[config.mk]
export PLATFORM = sky130hd
export DESIGN_NAME = craft_decrypt
export DESIGN_NICKNAME = d
export VERILOG_FILES = /design/src/rtl/craft_pkg.sv /design/src/rtl/craft_decrypt_inv_round.sv /design/src/rtl/craft_decrypt.sv
export SDC_FILE = /design/constraint.sdc
export NUM_CORES = 1
export LEC_CHECK = 0
export ABC_CLOCK_PERIOD_IN_PS = 3000
export BUFFER_PORTS_ARGS = -buffer_cell sky130_fd_sc_hd__buf_2
export CORE_MARGIN = 2
export CORE_UTILIZATION = 58
export DETAILED_ROUTE_END_ITERATION = 7
export GPL_TIMING_DRIVEN = 0
export PLACE_DENSITY = 0.81
export REMOVE_ABC_BUFFERS = 1
export SYNTH_ARGS = -nofsm -noshare
export SYNTH_HDL_FRONTEND = slang
export SYNTH_HIERARCHICAL = 1
export SYNTH_SLANG_ARGS = --single-unit
[constraint.sdc]
create_clock -name CLK -period 3 [get_ports CLK]
set_input_delay 0.15 -clock CLK [delete_from_list [all_inputs] [get_ports CLK]]
set_output_delay 0.15 -clock CLK [all_outputs]
set_load 0.01 [all_outputs]
[src/rtl/craft_pkg.sv]
// craft_pkg -- shared constants and helpers for the CRAFT decryption core.
//
// Nibble ordering: nibble 0 is bits [63:60], nibble 15 is bits [3:0].
// Contents: FSM state enum, S-box, PN permutation and its inverse, tweak
// permutation Q, the 32-entry round-constant table, and the per-layer helper
// functions (SubCells, PN, PN inverse, Q, MixColumns, AddRoundConstant).
package craft_pkg;

  typedef enum logic [1:0] {
    ST_IDLE = 2'd0,
    ST_RUN  = 2'd1,
    ST_DONE = 2'd2
  } state_e;

  localparam int NIBBLES = 16;

  // First inverse round applied after the accept step, and the last one.
  localparam logic [4:0] ROUND_FIRST = 5'd30;
  localparam logic [4:0] ROUND_LAST  = 5'd0;

  // S-box is an involution, so the same table serves both directions.
  localparam logic [3:0] SBOX [NIBBLES] = '{
    4'hC, 4'hA, 4'hD, 4'h3, 4'hE, 4'hB, 4'hF, 4'h7,
    4'h8, 4'h9, 4'h1, 4'h5, 4'h0, 4'h2, 4'h4, 4'h6
  };

  // PN: out[P(i)] = in[i].
  localparam logic [3:0] PERM_P [NIBBLES] = '{
    4'd15, 4'd12, 4'd13, 4'd14, 4'd10, 4'd9, 4'd8, 4'd11,
    4'd6,  4'd5,  4'd4,  4'd7,  4'd1,  4'd2, 4'd3, 4'd0
  };

  // Inverse of P (P happens to be its own inverse; kept explicit for clarity).
  localparam logic [3:0] PERM_PINV [NIBBLES] = '{
    4'd15, 4'd12, 4'd13, 4'd14, 4'd10, 4'd9, 4'd8, 4'd11,
    4'd6,  4'd5,  4'd4,  4'd7,  4'd1,  4'd2, 4'd3, 4'd0
  };

  // Tweak permutation: Q(T)[i] = T[Q(i)].
  localparam logic [3:0] PERM_Q [NIBBLES] = '{
    4'd12, 4'd10, 4'd15, 4'd5, 4'd14, 4'd8, 4'd9, 4'd2,
    4'd11, 4'd3,  4'd7,  4'd4, 4'd6,  4'd0, 4'd1, 4'd13
  };

  // RC_i = {a_i, 1'b0, b_i}, indexed by round number.
  localparam logic [7:0] RC_TABLE [32] = '{
    8'h11, 8'h84, 8'h42, 8'h25, 8'h96, 8'hC7, 8'h63, 8'hB1,
    8'h54, 8'hA2, 8'hD5, 8'hE6, 8'hF7, 8'h73, 8'h31, 8'h14,
    8'h82, 8'h45, 8'h26, 8'h97, 8'hC3, 8'h61, 8'hB4, 8'h52,
    8'hA5, 8'hD6, 8'hE7, 8'hF3, 8'h71, 8'h34, 8'h12, 8'h85
  };

  function automatic logic [3:0] get_nib(input logic [63:0] x, input int i);
    return x[63 - 4*i -: 4];
  endfunction

  function automatic logic [63:0] sub_cells(input logic [63:0] x);
    logic [63:0] res;
    res = '0;
    for (int i = 0; i < NIBBLES; i++) begin
      res[63 - 4*i -: 4] = SBOX[get_nib(x, i)];
    end
    return res;
  endfunction

  function automatic logic [63:0] pn(input logic [63:0] x);
    logic [63:0] res;
    res = '0;
    for (int i = 0; i < NIBBLES; i++) begin
      res[63 - 4*int'(PERM_P[i]) -: 4] = get_nib(x, i);
    end
    return res;
  endfunction

  // Undo PN: the nibble at position j returns to position Pinv(j).
  function automatic logic [63:0] pn_inv(input logic [63:0] x);
    logic [63:0] res;
    res = '0;
    for (int i = 0; i < NIBBLES; i++) begin
      res[63 - 4*int'(PERM_PINV[i]) -: 4] = get_nib(x, i);
    end
    return res;
  endfunction

  function automatic logic [63:0] q_perm(input logic [63:0] x);
    logic [63:0] res;
    res = '0;
    for (int i = 0; i < NIBBLES; i++) begin
      res[63 - 4*i -: 4] = get_nib(x, int'(PERM_Q[i]));
    end
    return res;
  endfunction

  // Rows of four nibbles; R0 ^= R2 ^ R3, R1 ^= R3. Self-inverse.
  function automatic logic [63:0] mix_columns(input logic [63:0] x);
    logic [15:0] r0, r1, r2, r3;
    r0 = x[63:48];
    r1 = x[47:32];
    r2 = x[31:16];
    r3 = x[15:0];
    return {r0 ^ r2 ^ r3, r1 ^ r3, r2, r3};
  endfunction

  // rc[7:4] lands in nibble 4, rc[3:0] in nibble 5 (bits [47:40]).
  function automatic logic [63:0] add_rc(input logic [63:0] x, input logic [7:0] rc);
    return x ^ {16'h0000, rc, 40'h00_0000_0000};
  endfunction

  // Step both constant LFSRs one round backwards.
  function automatic logic [7:0] rc_back(input logic [7:0] rc);
    logic [3:0] a;
    logic [2:0] b;
    a = rc[7:4];
    b = rc[2:0];
    return {a[2:0], a[3] ^ a[0], 1'b0, b[1:0], b[2] ^ b[0]};
  endfunction

endpackage

[src/rtl/craft_decrypt_inv_round.sv]
// craft_inv_round -- one combinational CRAFT inverse round.
//
// dout = MC( PN^-1( S(din) ) ^ tk ^ ARC(rc) )
//
// Ports:
//   din   in  64  round input state
//   tk    in  64  tweakey for this round
//   rc    in  8   round constant {a, 0, b}
//   dout  out 64  round output state
module craft_inv_round
  import craft_pkg::*;
(
  input  logic [63:0] din,
  input  logic [63:0] tk,
  input  logic [7:0]  rc,
  output logic [63:0] dout
);

  logic [63:0] unsub;
  logic [63:0] unperm;
  logic [63:0] keyed;

  assign unsub  = sub_cells(din);
  assign unperm = pn_inv(unsub);
  assign keyed  = add_rc(unperm ^ tk, rc);
  assign dout   = mix_columns(keyed);

endmodule

[src/rtl/craft_decrypt.sv]
// craft_decrypt -- iterative CRAFT block decryption, one inverse round per
// enabled clock.
//
// Ports:
//   CLK        in   1    clock, rising edge
//   RST        in   1    asynchronous reset, active low
//   CE         in   1    clock enable; low freezes every register
//   in_valid   in   1    ct/key/tweak valid
//   in_ready   out  1    high in IDLE
//   ct         in   64   ciphertext (nibble 0 = bits [63:60])
//   key        in   128  K0 = key[127:64], K1 = key[63:0]
//   tweak      in   64   tweak T
//   out_valid  out  1    pt valid
//   out_ready  in   1    consumer accepts pt
//   pt         out  64   plaintext, held until the next block completes
//
// Build option CRAFT_DEC_RC_ROM_EN: when defined, round constants are read from
// the package table indexed by the round counter; otherwise an 8-bit register
// is loaded at accept and stepped with the backward LFSR every round.
//
// state   | meaning
// --------+-------------------------------------------------------------
// IDLE    | waiting for in_valid; tweakeys and first state loaded on accept
// RUN     | one inverse round per CE cycle, r counts 30 down to 0
// DONE    | pt valid; leaves on out_ready && CE
module craft_decrypt
  import craft_pkg::*;
(
  input  logic         CLK,
  input  logic         RST,
  input  logic         CE,
  input  logic         in_valid,
  output logic         in_ready,
  input  logic [63:0]  ct,
  input  logic [127:0] key,
  input  logic [63:0]  tweak,
  output logic         out_valid,
  input  logic         out_ready,
  output logic [63:0]  pt
);

  state_e           state_q, state_d;
  logic [63:0]      blk_q, blk_d;
  logic [3:0][63:0] tk_q, tk_d;
  logic [4:0]       r_q, r_d;
  logic [63:0]      pt_q, pt_d;

  logic [63:0]      tw_perm;
  logic [3:0][63:0] tk_new;
  logic [63:0]      tk_sel;
  logic [7:0]       rc_cur;
  logic [63:0]      round_out;
  logic             accept;

  // TK0 = K0^T, TK1 = K1^T, TK2 = K0^Q(T), TK3 = K1^Q(T); index 0 is TK0.
  assign tw_perm = q_perm(tweak);
  assign tk_new  = {key[63:0]   ^ tw_perm,
                    key[127:64] ^ tw_perm,
                    key[63:0]   ^ tweak,
                    key[127:64] ^ tweak};

  assign accept = (state_q == ST_IDLE) && in_valid && CE;
  assign tk_sel = tk_q[r_q[1:0]];

`ifdef CRAFT_DEC_RC_ROM_EN
  assign rc_cur = RC_TABLE[r_q];
`else
  logic [7:0] rc_q, rc_d;

  always_comb begin
    rc_d = rc_q;
    if (accept) begin
      rc_d = RC_TABLE[ROUND_FIRST];
    end else if ((state_q == ST_RUN) && CE) begin
      rc_d = rc_back(rc_q);
    end
  end

  always_ff @(posedge CLK or negedge RST) begin
    if (!RST) begin
      rc_q <= '0;
    end else begin
      rc_q <= rc_d;
    end
  end

  assign rc_cur = rc_q;
`endif

  craft_inv_round u_inv_round (
    .din  (blk_q),
    .tk   (tk_sel),
    .rc   (rc_cur),
    .dout (round_out)
  );

  always_comb begin
    state_d   = state_q;
    blk_d     = blk_q;
    tk_d      = tk_q;
    r_d       = r_q;
    pt_d      = pt_q;
    in_ready  = 1'b0;
    out_valid = 1'b0;

    case (state_q)
      ST_IDLE: begin
        in_ready = 1'b1;
        if (accept) begin
          // Undo the final (short) encryption round: ATK with TK3, ARC with
          // RC_31, then MC, which is its own inverse.
          blk_d   = mix_columns(add_rc(ct ^ tk_new[3], RC_TABLE[31]));
          tk_d    = tk_new;
          r_d     = ROUND_FIRST;
          state_d = ST_RUN;
        end
      end

      ST_RUN: begin
        if (CE) begin
          blk_d = round_out;
          if (r_q == ROUND_LAST) begin
            pt_d    = round_out;
            state_d = ST_DONE;
          end else begin
            r_d = r_q - 5'd1;
          end
        end
      end

      ST_DONE: begin
        out_valid = 1'b1;
        if (out_ready && CE) begin
          state_d = ST_IDLE;
        end
      end

      default: begin
        state_d = ST_IDLE;
      end
    endcase
  end

  always_ff @(posedge CLK or negedge RST) begin
    if (!RST) begin
      state_q <= ST_IDLE;
      blk_q   <= '0;
      tk_q    <= '0;
      r_q     <= '0;
      pt_q    <= '0;
    end else begin
      state_q <= state_d;
      blk_q   <= blk_d;
      tk_q    <= tk_d;
      r_q     <= r_d;
      pt_q    <= pt_d;
    end
  end

  assign pt = pt_q;

endmodule
---- Word-level counts from Yosys, hierarchy flattened ----
Memories as Yosys holds them, arrays and structs flattened.
Cells that the tools add are included.
word-level totals
  memories ................................ 16
  bits in read-only memories .............. 1024
  input port bits ......................... 261
  output and inout port bits .............. 66
  flip-flop bits (word level) ............. 399
memories
  name             depth  bits a word  read ports  clocked after memory_dff  write ports  RTL line         source
  (no name shown)  16     4            1           0                         0            craft_pkg.sv:61  res[63 - 4*i -: 4] = SBOX[get_nib(x, i)];
  (no name shown)  16     4            1           0                         0            craft_pkg.sv:61
  (no name shown)  16     4            1           0                         0            craft_pkg.sv:61
  (no name shown)  16     4            1           0                         0            craft_pkg.sv:61
  (no name shown)  16     4            1           0                         0            craft_pkg.sv:61
  (no name shown)  16     4            1           0                         0            craft_pkg.sv:61
  +10 memories     n/a    n/a          n/a         n/a                       n/a          n/a
operators by class
  multiplexer cells ....................... 50
  $lt $le $gt $ge ......................... 17
  eq/ne operators ......................... 7
  reductions and logical operators ........ 13
  add/sub/neg operators ................... 1
  bitwise logic cells ..................... 32
operators by type and width
  operator                                              count
  XOR 64 bit                                            6
  two-way mux 64 bit                                    3
  binary-select mux 64 bit (select 2 bit)               1
  two-way mux 4 bit                                     32
  one-hot mux 64 bit (2 select lines)                   1
  XOR 16 bit                                            6
  >= comparator 5 bit (second input constant)           16
  inverter 4 -> 5 bit                                   16
  XOR 64 x 48 -> 64 bit                                 1
  two-way mux 8 bit                                     2
  two-way mux 5 bit                                     3
  one-hot mux 5 bit (2 select lines)                    1
  two-way mux 2 bit                                     4
  inequality test 2 bit (second input constant)         4
  AND reduction 4 bit                                   2
  one-hot mux 2 bit (3 select lines)                    1
  AND reduction 3 bit                                   2
  zero test 5 bit                                       1
  subtractor 5 x 1 -> 5 bit (second input constant)     1
  logical AND 1 bit                                     4
  nonzero test 2 bit                                    2
  < comparator 2 x 3 -> 1 bit (second input constant)   1
  inverter 3 bit                                        1
  equality test 2 x 1 -> 1 bit (second input constant)  1
  6 further kinds                                       8

---- Depth between registers and ports, before layout ----
Gate-level depths: netlist of run 1.
  word-level depth ........................ 10
  mapped depth ............................ 10

---- By module ----
Netlist of run 1, hierarchy kept.
modules (own cells, without submodules)
  module           sequential area each (µm²)  times used  cells an instance  area each (µm²)
  craft_decrypt    9959.6                      1           1810               20761.2
  craft_inv_round  0.0                         1           273                2108.3

---- Worst setup path before layout of run 1 ----
OpenSTA, ideal clock, no wires.
  kind .................................... reg-to-reg
  start ................................... register r_q[0]
  end ..................................... register blk_q[59]
  setup time .............................. 127 ps
  data required time ...................... 2873 ps
  arrival time ............................ 2407 ps
  stages on the path, launching flop included .. 9
  clock period less this slack ............ 2534 ps
  setup slack ............................. 466 ps
  buffers on the path ..................... 2
  path through ............................ dfrtp_1 buf_2 buf_2 mux4_2 xnor2_1 xnor3_1 and2_1 o21ai_0 o21ai_0
between the ends
  longest elaborated chain between the ends .. 8
RTL lines
  element                                   RTL line                       source
  from (decl)                               craft_decrypt.sv:45            logic [4:0] r_q, r_d;
  from (signal assigned)                    craft_decrypt.sv:155           r_q <= r_d;
  binary-select mux 64 bit (select 2 bit)   craft_decrypt.sv:63            assign tk_sel = tk_q[r_q[1:0]];
  two-way mux 64 bit (not written as such)  craft_decrypt.sv:63
  named net tk_sel[27]                      craft_decrypt.sv:50            logic [63:0] tk_sel;
  XOR 64 bit                                craft_decrypt_inv_round.sv:25  assign keyed = add_rc(unperm ^ tk, rc);
  XOR 64 x 48 -> 64 bit                     craft_pkg.sv:106               return x ^ {16'h0000, rc, 40'h00_0000_0000};
  named net round_out[27]                   craft_decrypt.sv:52            logic [63:0] round_out;
  XOR 16 bit (2 in a row)                   craft_pkg.sv:101               return {r0 ^ r2 ^ r3, r1 ^ r3, r2, r3};
  named net round_out[59]                   craft_decrypt.sv:52
  two-way mux 64 bit                        craft_decrypt.sv:120           if (CE) begin
  one-hot mux 64 bit (2 select lines)       craft_decrypt.sv:106           case (state_q)
  to (signal assigned)                      craft_decrypt.sv:153           blk_q <= blk_d;
  to (decl)                                 craft_decrypt.sv:43            logic [63:0] blk_q, blk_d;
The timed path passes the listed nets, and every way through them passes these cells. The select of a mux whose other input is x is not followed.
A chain may end at the register's enable or synchronous reset.

---- Worst setup path in the final report of run 1 ----
  start ................................... register r_q[1]
  end ..................................... register blk_q[59]
between the ends
  elaborated cells between the ends (all ways) .. 8
  classes of those cells .................. 4 x mux; 4 x bitwise
RTL lines
  element                                   RTL line
  binary-select mux 64 bit (select 2 bit)   craft_decrypt.sv:63
  two-way mux 64 bit (not written as such)  craft_decrypt.sv:63
  named net tk_sel[11]                      craft_decrypt.sv:50
  XOR 64 bit                                craft_decrypt_inv_round.sv:25
  XOR 64 x 48 -> 64 bit                     craft_pkg.sv:106
  named net round_out[11]                   craft_decrypt.sv:52
  XOR 16 bit                                craft_pkg.sv:101
  named net round_out[59]                   craft_decrypt.sv:52
  two-way mux 64 bit                        craft_decrypt.sv:120
  one-hot mux 64 bit (2 select lines)       craft_decrypt.sv:106
The timed path passes the listed nets, and every way through them passes these cells. The select of a mux whose other input is x is not followed.

==> run_results.csv, run 1 <==
group,metric,value,unit
placement,hpwlAfterDp,44500,um
sta,hold_viol,0,
floorplanning,die_w,203,um
clock_network,clock_latency,0.59,ns
route,postRouteAntennaNets,0,
logic_synthesis,syn-cell-area,22900,um2
logic_synthesis,synth_top_cells_by_area,"dfrtp_1 (44%), xnor2_1 (12%), o21ai_0 (7.5%)",
layout,nets,2825,
logic_synthesis,synth_top_area_share,0.435,
clock_network,max-clock-path-buffers,3,
sta,slew_viol_final,0,
placement,port_buffers,326,
sta,worstMarginPinSlew,1.07,ns
clock_network,cts.sinks,398,
logic_synthesis,yosysTopAreaCell,"dfrtp_1",
flow_run,drv_cap,0,
logic_synthesis,synth_warnings,6,
global_routing,grt_pass1_wl,111000,um
sta,min_period,2.95,ns
floorplanning,die-area,41000,um2
logic_synthesis,syn_inst,2083,
route,vias,18400,
route,viasPerCell,5.93,
layout,layout-drive-gt1-share,0.213,
floorplanning,ios,327,
pwr,p_leak,13.8,nW
pwr,clkPwrFrac,0.170,
layout,area_growth,26.7,%
critical_path,endpoint_kind,"flip-flop",
pwr,power.density,1180,nW/um2
global_routing,grt_overflow,0,
logic_synthesis,synth_ff_type,"dfrtp_1",
pwr,pwr-share-seq,0.294,
global_routing,track_usage,0.356,
global_routing,grt_pass1_vias,19200,
clock_network,cts-root-buf,"clkbuf_16",
logic_synthesis,async_flop_share,1.00,
sta,fin_crit_sh,0.982,
logic_synthesis,avgSynthCellArea,11.0,um2
clock_network,htree_levels,2,
critical_path,cp.arrival,3.38,ns
floorplanning,die_y,203,um
hold_path,hold_path_class,"primary input to flip-flop",
logic_synthesis,ys_types,44,
critical_path,worstPathRequired,3.43,ns
pwr,ir_worst_vdd,0.000892,V
clock_network,clkTransAtPathRegs,0.06,ns
floorplanning,start_util,0.589,
critical_path,crit_type,"flip-flop to flip-flop",
critical_path,start_kind,"flip-flop",
clock_network,tritoncts,"yes",
pwr,p_switching,13.9,mW
route,drt_iter0_markers,1674,
sta,timing.slew.headroom,0.286,
sta,tns,0,ns
pwr,comb_power_share,0.536,
sta,fin_worst_skew,0.0180,ns
logic_synthesis,synth-edff-count,0,
logic_synthesis,synth-seq-cells,398,
logic_synthesis,yosysSeqAreaShare,0.435,
pwr,p_int,20.2,mW
route,wirelength,72300,um
route,wire_per_inst,23.2,um
floorplanning,coreArea,38800,um2
clock_network,cts_buffers,44,
global_routing,grt_max_degree,123,
sta,setup_viol,0,
route,drc_errors,0,
sta,maxClockFrequency,0.339,GHz
route,drtPass1Iterations,5,
floorplanning,fp-row-count,72,
critical_path,worstPathMaxFanout,36,
layout,antenna_cells,0,
logic_synthesis,synth.most_common_cell,"dfrtp_1",
global_routing,antenna_found_initial,0,
logic_synthesis,synth_common_cells,"dfrtp_1 (398), o21ai_0 (342), nand2_1 (337), xnor2_1 (313), mux4_2 (64)",
critical_path,reg2reg_depth,7,
layout,utilization,0.747,
run_status,status,"completed",
placement,gp_congestion,0.849,
hold_path,hold_depth,3,
sta,rsz0062_at_grt,"no",
pwr,p_sw_frac,0.409,
==> power groups by stage <==
stage / Combinational, mW / Sequential [mW] / Clock [mW]
after floorplan: 12.3 / 9.64 / 0
after global placement: 16.3 / 10.4 / 0
final: 18.3 / 10.0 / 5.80
after CTS: 17.7 / 9.85 / 5.81
after global routing: 19.6 / 10.3 / 6.05
after detailed placement: 16.9 / 10.0 / 0
==> cells by family after synthesis <==
logic type,Yosys count,share of synthesized area
xor gates and xnor gates,444,0.234
buffers and inverters,226,0.0445
other,1,0.000164
muxes,123,0.0965
AOI/OAI and AO/OA,490,0.117
and+or+nand+nor,385,0.0655
DFF,398,0.435
adders and majority gates,16,0.00728
==> final cells by class <==
class                      count  area [um2]
clock buffer                  61        1290
clock inverter                14         228
fill                        2301        9840
inverter                      52         196
multi-input combinational   1459       11900
sequential                   398        9970
tap                          518         648
timing repair buffer         608        4720
==> per-layer routing <==
metal  global-route usage  vias to the layer above  wire length (um)
met4                0.179                        0              4120
met5                    0                        -                 0
li1                     -                     8048                 -
met2                0.599                      989             35400
met3               0.0769                      274              5830
met1                0.435                     9131             26900
==> flip-flops by register name, summed over array words and instances (netlist names) <==
name and count:
blk_q 64, pt 64, r_q 5, rc_cur 7, state_q 2, tk_q 256
==> layout by cell type (no fill, tap or decap), types with 13 or more instances in the layout <==
cell type,synthesis,final
xor2_1,29,29
mux2_2,28,28
inv_1,51,51
clkbuf_16,0,45
mux2_4,28,28
buf_2,55,325
dfrtp_1,398,395
xnor2_1,313,312
xor3_1,44,44
dlygate4sd3_1,0,263
o22ai_1,61,61
nand2_1,337,336
a21oi_1,38,38
mux4_2,64,64
a21o_1,13,13
xnor3_1,52,52
nor2_1,35,35
o21ai_0,342,341
==> critical path: stages, from the launching register on <==
cell and delay (ns):
dfrtp_4 0.67, buf_12 0.31, mux4_2 0.43, xnor2_2 0.35, xnor3_1 0.50, and2_1 0.19, o21ai_0 0.15, o21ai_0 0.16
==> repair_timing <==
item,CTS,global route
hold buffers,263,0
setup buffers,3,1
hold endpoints to repair,380,0
resized for setup,2,1
pin swaps,0,0
endpoints found under the setup margin,151,107
gates cloned,0,0
==> through the flow <==
step	area [um2]	std cells	total power, mW	hold WS, ns	setup WS [ns]
finish	29000	3110	34.1	0.0117	0.0544
floorplan	22000	1909	22.0	-0.146	-5.53
global placement	24300	2753	26.7	0.456	-8.75
detailed placement	24800	2768	26.9	0.126	-0.383
CTS	29000	3109	33.3	0.00127	0.0554
global route	29000	3110	35.9	0.0294	0.00136
==> path summary, 6_finish.rpt <==
check | slack, ns | to | start
min in group asynchronous | 0.11 | tk_q[53] | RST
max in group asynchronous | 1.64 | tk_q[247] | RST
min reg2reg | 0.48 | pt[9] | pt[9]
min | 0.01 | tk_q[87] | tweak[23]
max | 0.05 | blk_q[59] | r_q[1]
max reg2reg | 0.05 | blk_q[59] | r_q[1]
No activity file was read; power rests on OpenSTA's default activity.
==> inputs of run 2 (changes only) <==
- CORE_MARGIN: 2 -> 10
==> run 2 against run 1 <==
Compared with the run above: global-route usage decreased by 4.9 points; largest power group unchanged; combinational power barely moved; worst setup slack better by 0.039 ns; hold slack got worse by 0.0030 ns; sequential share of layout area grew 0.44 points; sequential power about the same; count of clock-buffer cells in the layout up 3; via count shrank 1.2%; first-iteration DRC count rose by 14%; critical endpoint unchanged; cell count decreased by 0.61%; utilization is 0.94 points lower; fmax grew 1.3%.
==> run_results.csv, run 2 (synthesized netlist as in run 1, its figures left out) <==
group,metric,value,unit
placement,placed_area,24700,um2
route,drtPass1Iterations,6,
hold_path,min_from,"tweak[40]",
sta,hold_viol,0,
sta,min_period,2.91,ns
pwr,power.density,1170,nW/um2
floorplanning,fp-row-count,72,
clock_network,clkTransAtPathRegs,0.06,ns
sta,fin_crit_sh,0.969,
sta,timing.slew.headroom,0.258,
critical_path,worstPathRequired,3.45,ns
sta,slew_viol_final,0,
layout,final_cell_mix,"dfrtp_1 (395), o21ai_0 (341), nand2_1 (336)",
route,viasPerCell,5.89,
route,wire_per_inst,23.8,um
critical_path,worstPathMaxFanout,36,
route,drc_errors,0,
sta,worstMarginPinSlew,1.11,ns
pwr,p_sw_frac,0.412,
layout,finalNonFillerCells,3091,
layout,largest_reg_flops,256,
layout,area_growth,25.1,%
critical_path,cp_slowest_cell,"dfrtp_4",
global_routing,antenna_found_initial,3,
global_routing,grt_overflow,0,
critical_path,cp.arrival,3.35,ns
placement,numPlacedInstances,2767,
hold_path,hold_path_class,"primary input to flip-flop",
clock_network,htree_levels,2,
layout,layout-drive-gt1-share,0.212,
clock_network,cts-root-buf,"clkbuf_16",
critical_path,crit_path_frequent_cell,"o21ai_0",
floorplanning,coreArea,38800,um2
floorplanning,die-area,47800,um2
pwr,pwr-share-seq,0.299,
critical_path,reg2reg_depth,7,
sta,fin_worst_skew,0.0141,ns
floorplanning,ios,327,
layout,nets,2806,
flow_run,drv_cap,0,
critical_path,worst_r2r_startpoint,"r_q[1]",
clock_network,max-clock-path-buffers,3,
critical_path,cp_cell_sequence,"buf_12 > mux4_2 > xnor2_1 > xnor3_1 > and2_1 > o21ai_0 > o21ai_0",
route,drt_iter0_markers,1916,
layout,layout_commonest_cell,"dfrtp_1",
critical_path,critPathTopFamily,"XOR/XNOR gates",
global_routing,grt_max_degree,129,
placement,port_buffers,326,
route,wirelength,73500,um
critical_path,start_kind,"flip-flop",
global_routing,grt_pass1_vias,19200,
sta,maxClockFrequency,0.344,GHz
global_routing,grt_pass1_wl,113000,um
clock_network,clock_latency,0.58,ns
sta,setup_viol,0,
critical_path,crit_type,"flip-flop to flip-flop",
pwr,comb_power_share,0.542,
hold_path,hold_path_end,"tk_q[240]",
floorplanning,start_util,0.589,
critical_path,path_buf_inv,1,
placement,gp_congestion,0.870,
critical_path,r2r-end,"blk_q[59]",
clock_network,tritoncts,"yes",
clock_network,cts_buffers,44,
pwr,p_leak,13.6,nW
clock_network,cts.sinks,398,
pwr,p_int,19.7,mW
floorplanning,die_y,219,um
pwr,clkPwrFrac,0.159,
route,postRouteAntennaNets,0,
hold_path,hold_depth,3,
run_status,status,"completed",
critical_path,cp-startpoint,"r_q[1]",
pwr,ir_worst_vdd,0.000657,V
route,vias,18200,
layout,largest-register,"tk_q",
critical_path,max_stage_delay,0.68,ns
global_routing,track_usage,0.307,
pwr,p_switching,13.8,mW
floorplanning,die_w,219,um
critical_path,endpoint_kind,"flip-flop",
critical_path,regToRegSetupSlack,0.09,ns
layout,fin_area,28600,um2
placement,hpwlAfterDp,47000,um
## run 2: power groups by stage
stage	Combinational (mW)	Clock, mW	Sequential (mW)
after CTS	17.7	5.35	9.90
after global placement	16.4	0	10.4
after floorplan	12.3	0	9.64
after global routing	19.5	5.58	10.2
after detailed placement	17.0	0	10.1
final	18.2	5.33	10.0
## run 2: layout make-up
cell class	count	area [um2]
antenna	3	7.51
clock buffer	64	1270
clock inverter	8	96.3
fill	2398	10200
inverter	52	196
multi-input combinational	1459	11900
sequential	398	9970
tap	518	648
timing repair buffer	589	4490
## run 2: what timing repair did
item,in CTS,in global routing
gates resized for setup,2,2
setup endpoints to repair,172,147
buffers inserted,4,1
endpoints found under the hold margin,319,0
hold buffers,244,0
## run 2: metal layers
metal,wire length [um],GRT usage,vias to the layer above
met4,3510,0.135,0
met1,27800,0.375,9068
li1,-,-,8009
met3,5860,0.0666,230
met2,36300,0.516,912
met5,0,0,-
## run 2: worst max-delay path by stage
stage / end / cells after the start
floorplan: tk_q[0] / 3
global placement: tk_q[144] / 3
detailed placement: blk_q[63] / 6
CTS: blk_q[59] / 7
global route: tk_q[194] / 5
finish: blk_q[59] / 7
## run 2: tightest hold or removal path: cells and delay by family
kind,cells,cell delay [ns]
buffers and inverters,1,0.16
xor gates and xnor gates,1,0.14
AOI/OAI and AO/OA,1,0.08
## run 2: metrics by stage
stage               setup WS [ns]  TNS (ns)   util  hold WS (ns)  total power, mW
floorplan                   -5.53  -1837.88      -        -0.146             22.0
global placement            -8.73  -5304.95  0.627         0.455             26.8
detailed placement         -0.380    -22.58  0.637         0.129             27.1
CTS                        0.0321         0  0.736      0.000905             32.9
global route              -0.0774    -0.179  0.737        0.0174             35.3
finish                     0.0935         0  0.737       0.00872             33.5
==> inputs of run 3 (changes only) <==
- ABC_AREA: default -> 1
- CORE_UTILIZATION: 58 -> 59
==> run 3 against run 2 <==
Compared with the run above: clock power increased by 5.4%; wire length increased by 24%; critical endpoint is now blk_q[53]; die area increased by 4.8%; sequential cell count unchanged; largest cell class unchanged; the flow now finishes with violations (design-rule violations).
==> run_results.csv, run 3 <==
group,metric,value,unit
global_routing,grt_overflow,0,
layout,area_growth,26.7,%
layout,fin_area,31000,um2
layout,nets,4131,
critical_path,crit_path_frequent_cell,"nand2_1",
clock_network,cts-root-buf,"clkbuf_16",
critical_path,cp.arrival,3.44,ns
sta,timing.slew.headroom,0.155,
clock_network,clock_latency,0.58,ns
placement,gp_congestion,0.952,
pwr,pwr-share-seq,0.288,
flow_run,drv_cap,0,
pwr,clkPwrFrac,0.170,
critical_path,max_stage_delay,0.67,ns
global_routing,use_met3,0.0818,
pwr,p_sw_frac,0.477,
pwr,ir_worst_vdd,0.000675,V
clock_network,tritoncts,"yes",
critical_path,start_kind,"flip-flop",
run_status,status,"finished, violations left",
layout,largest_reg_flops,256,
global_routing,grt_pass1_vias,25200,
critical_path,endpoint_kind,"flip-flop",
pwr,power.density,1070,nW/um2
sta,setup_ws,0.0808,ns
sta,hold_viol,0,
sta,fin_worst_skew,0.0157,ns
logic_synthesis,synth-edff-count,0,
sta,tns,0,ns
global_routing,grt_pass1_wl,138000,um
hold_path,hold_depth,3,
floorplanning,ios,327,
logic_synthesis,synth_top_cells_by_area,"dfrtp_1 (41%), nand2_1 (16%), o21ai_0 (9.1%)",
logic_synthesis,synth-seq-cells,398,
critical_path,reg2reg_depth,17,
floorplanning,fp-row-count,74,
placement,placed_area,26200,um2
logic_synthesis,async_flop_share,1.00,
logic_synthesis,avgSynthCellArea,7.27,um2
floorplanning,die_w,224,um
critical_path,crit_type,"flip-flop to flip-flop",
sta,min_period,2.92,ns
logic_synthesis,syn-cell-area,24500,um2
global_routing,busiest_layer,"met2",
layout,largest-register,"tk_q",
global_routing,grt_max_degree,186,
route,drtPass1Iterations,8,
floorplanning,coreArea,40900,um2
route,drc_errors,8,
placement,numPlacedInstances,4047,
hold_path,hold_path_class,"primary input to flip-flop",
logic_synthesis,syn_inst,3371,
logic_synthesis,synth_top_area_share,0.407,
placement,port_buffers,326,
critical_path,cp.depth,17,
logic_synthesis,synth_warnings,6,
route,vias,25800,
critical_path,worstPathRequired,3.52,ns
layout,finalNonFillerCells,4446,
critical_path,cp_slowest_cell,"dfrtp_4",
sta,slew_viol_final,0,
placement,dpl_worst_slack,-0.734,ns
sta,fin_crit_sh,0.973,
layout,layout-drive-gt1-share,0.128,
logic_synthesis,yosysSeqAreaShare,0.407,
clock_network,cts_buffers,44,
pwr,comb_power_share,0.542,
global_routing,met1_usage,0.411,
layout,layout_commonest_cell,"nand2_1",
critical_path,path_buf_inv,6,
route,wire_per_inst,20.5,um
floorplanning,die_y,224,um
global_routing,track_usage,0.348,
clock_network,htree_levels,2,
logic_synthesis,ys_types,42,
clock_network,cts.sinks,398,
floorplanning,start_util,0.599,
global_routing,use_met2,0.562,
pwr,p_leak,15.6,nW
logic_synthesis,synth_ff_type,"dfrtp_1",
global_routing,antenna_found_initial,19,
route,wirelength,91000,um
sta,maxClockFrequency,0.343,GHz
logic_synthesis,synth.most_common_cell,"nand2_1",
layout,final_cell_mix,"nand2_1 (1,068), o21ai_0 (447), dfrtp_1 (395)",
logic_synthesis,synth_common_cells,"nand2_1 (1,068), o21ai_0 (447), dfrtp_1 (398), inv_1 (285), xnor2_1 (254)",
logic_synthesis,yosysTopAreaCell,"dfrtp_1",
sta,setup_viol,0,
route,viasPerCell,5.81,
pwr,p_switching,15.8,mW
sta,worstMarginPinSlew,1.27,ns
route,postRouteAntennaNets,0,
pwr,p_int,17.3,mW
critical_path,cp_cell_sequence,"buf_12 > clkinv_8 > buf_12 > o21ai_0 > o22ai_2 > buf_4 > o211ai_1 > nand2_1 > inv_1 > nand2_1 > nand2_1 > nand2_1 > nand2_1 > inv_1 > a21oi_1 > nand3_1 > nand2_1",
critical_path,critPathTopFamily,"buffers and inverters",
clock_network,clkTransAtPathRegs,0.06,ns
placement,hpwlAfterDp,54800,um
critical_path,worstPathMaxFanout,34,
clock_network,max-clock-path-buffers,3,
route,drt_iter0_markers,2871,
floorplanning,die-area,50100,um2
run_status,violations,"design-rule violations",
==> run 3: cell count changes in the layout (fill, tap and decap cells not counted), sizes merged, moves of 64 or more <==
| cell | delta |
|---|---|
| o21ai | +138 |
| nand3 | +155 |
| nor2 | +181 |
| mux4 | -64 |
| nand2 | +746 |
| inv | +245 |
==> run 3: final timing paths <==
| kind | startpoint | to | slack (ns) |
|---|---|---|---|
| max | r_q[1] | blk_q[53] | 0.08 |
| min | tweak[38] | tk_q[102] | 0.01 |
| max reg2reg | r_q[1] | blk_q[53] | 0.08 |
| min reg2reg | pt[58] | pt[58] | 0.48 |
| max in group asynchronous | RST | tk_q[81] | 1.35 |
| min in group asynchronous | RST | tk_q[228] | 0.17 |
==> run 3: metal layers <==
| metal | part of all wire | wire length (um) | up-vias |
|---|---|---|---|
| met1 | 0.36 | 33100 | 12200 |
| met2 | 0.47 | 42300 | 1503 |
| li1 | - | - | 11700 |
| met3 | 0.10 | 9440 | 385 |
| met4 | 0.066 | 6020 | 6 |
| met5 | 0.00037 | 34 | - |
==> run 3: power groups by stage <==
stage	registers, mW	logic, mW	clock network (mW)
finish	9.51	17.9	5.62
global route	9.69	19.9	5.84
floorplan	9.05	11.2	0
detailed placement	9.44	15.7	0
CTS	9.36	16.9	5.62
global placement	9.63	14.8	0
==> run 3: timing repair <==
item | in CTS | in global routing
endpoints found under the setup margin | 132 | 72
resized for setup | 25 | 12
hold buffers | 298 | 0
hold endpoints to repair | 350 | 0
gates cloned | 1 | 1
pin swaps | 1 | 2
setup buffers | 2 | 6
==> run 3: stage by stage <==
stage	hold WS [ns]	utilization	power, mW
CTS	0.000204	0.754	31.9
global route	0.00529	0.758	35.4
detailed placement	0.209	0.640	25.2
floorplan	-0.146	-	20.3
global placement	0.460	0.631	24.4
finish	0.00993	0.758	33.1
==> run 3: logic make-up after synthesis <==
group                      count (synthesis)  synth area share
and+or+nand+nor                         1479             0.241
xor gates and xnor gates                 329             0.119
AOI/OAI and AO/OA                        658             0.142
other                                      1          0.000153
muxes                                     12           0.00552
buffers and inverters                    493            0.0849
DFF                                      398             0.407
adders and majority gates                  1          0.000511
==> run 3: layout make-up <==
| class | count | area (um2) |
|---|---|---|
| antenna | 17 | 42.5 |
| clock buffer | 66 | 1310 |
| clock inverter | 8 | 143 |
| fill | 2840 | 9900 |
| inverter | 298 | 1160 |
| multi-input combinational | 2480 | 12600 |
| sequential | 398 | 9970 |
| tap | 532 | 666 |
| timing repair buffer | 647 | 5110 |
==> run 3: worst reg2reg max path: stages (launching register included) <==
cell and delay, ns:
dfrtp_4 0.67, buf_12 0.27, clkinv_8 0.27, buf_12 0.24
o21ai_0 0.19, o22ai_2 0.13, buf_4 0.18, o211ai_1 0.09
nand2_1 0.14, inv_1 0.08, nand2_1 0.07, nand2_1 0.07
nand2_1 0.05, nand2_1 0.05, inv_1 0.05, a21oi_1 0.11
nand3_1 0.14, nand2_1 0.08
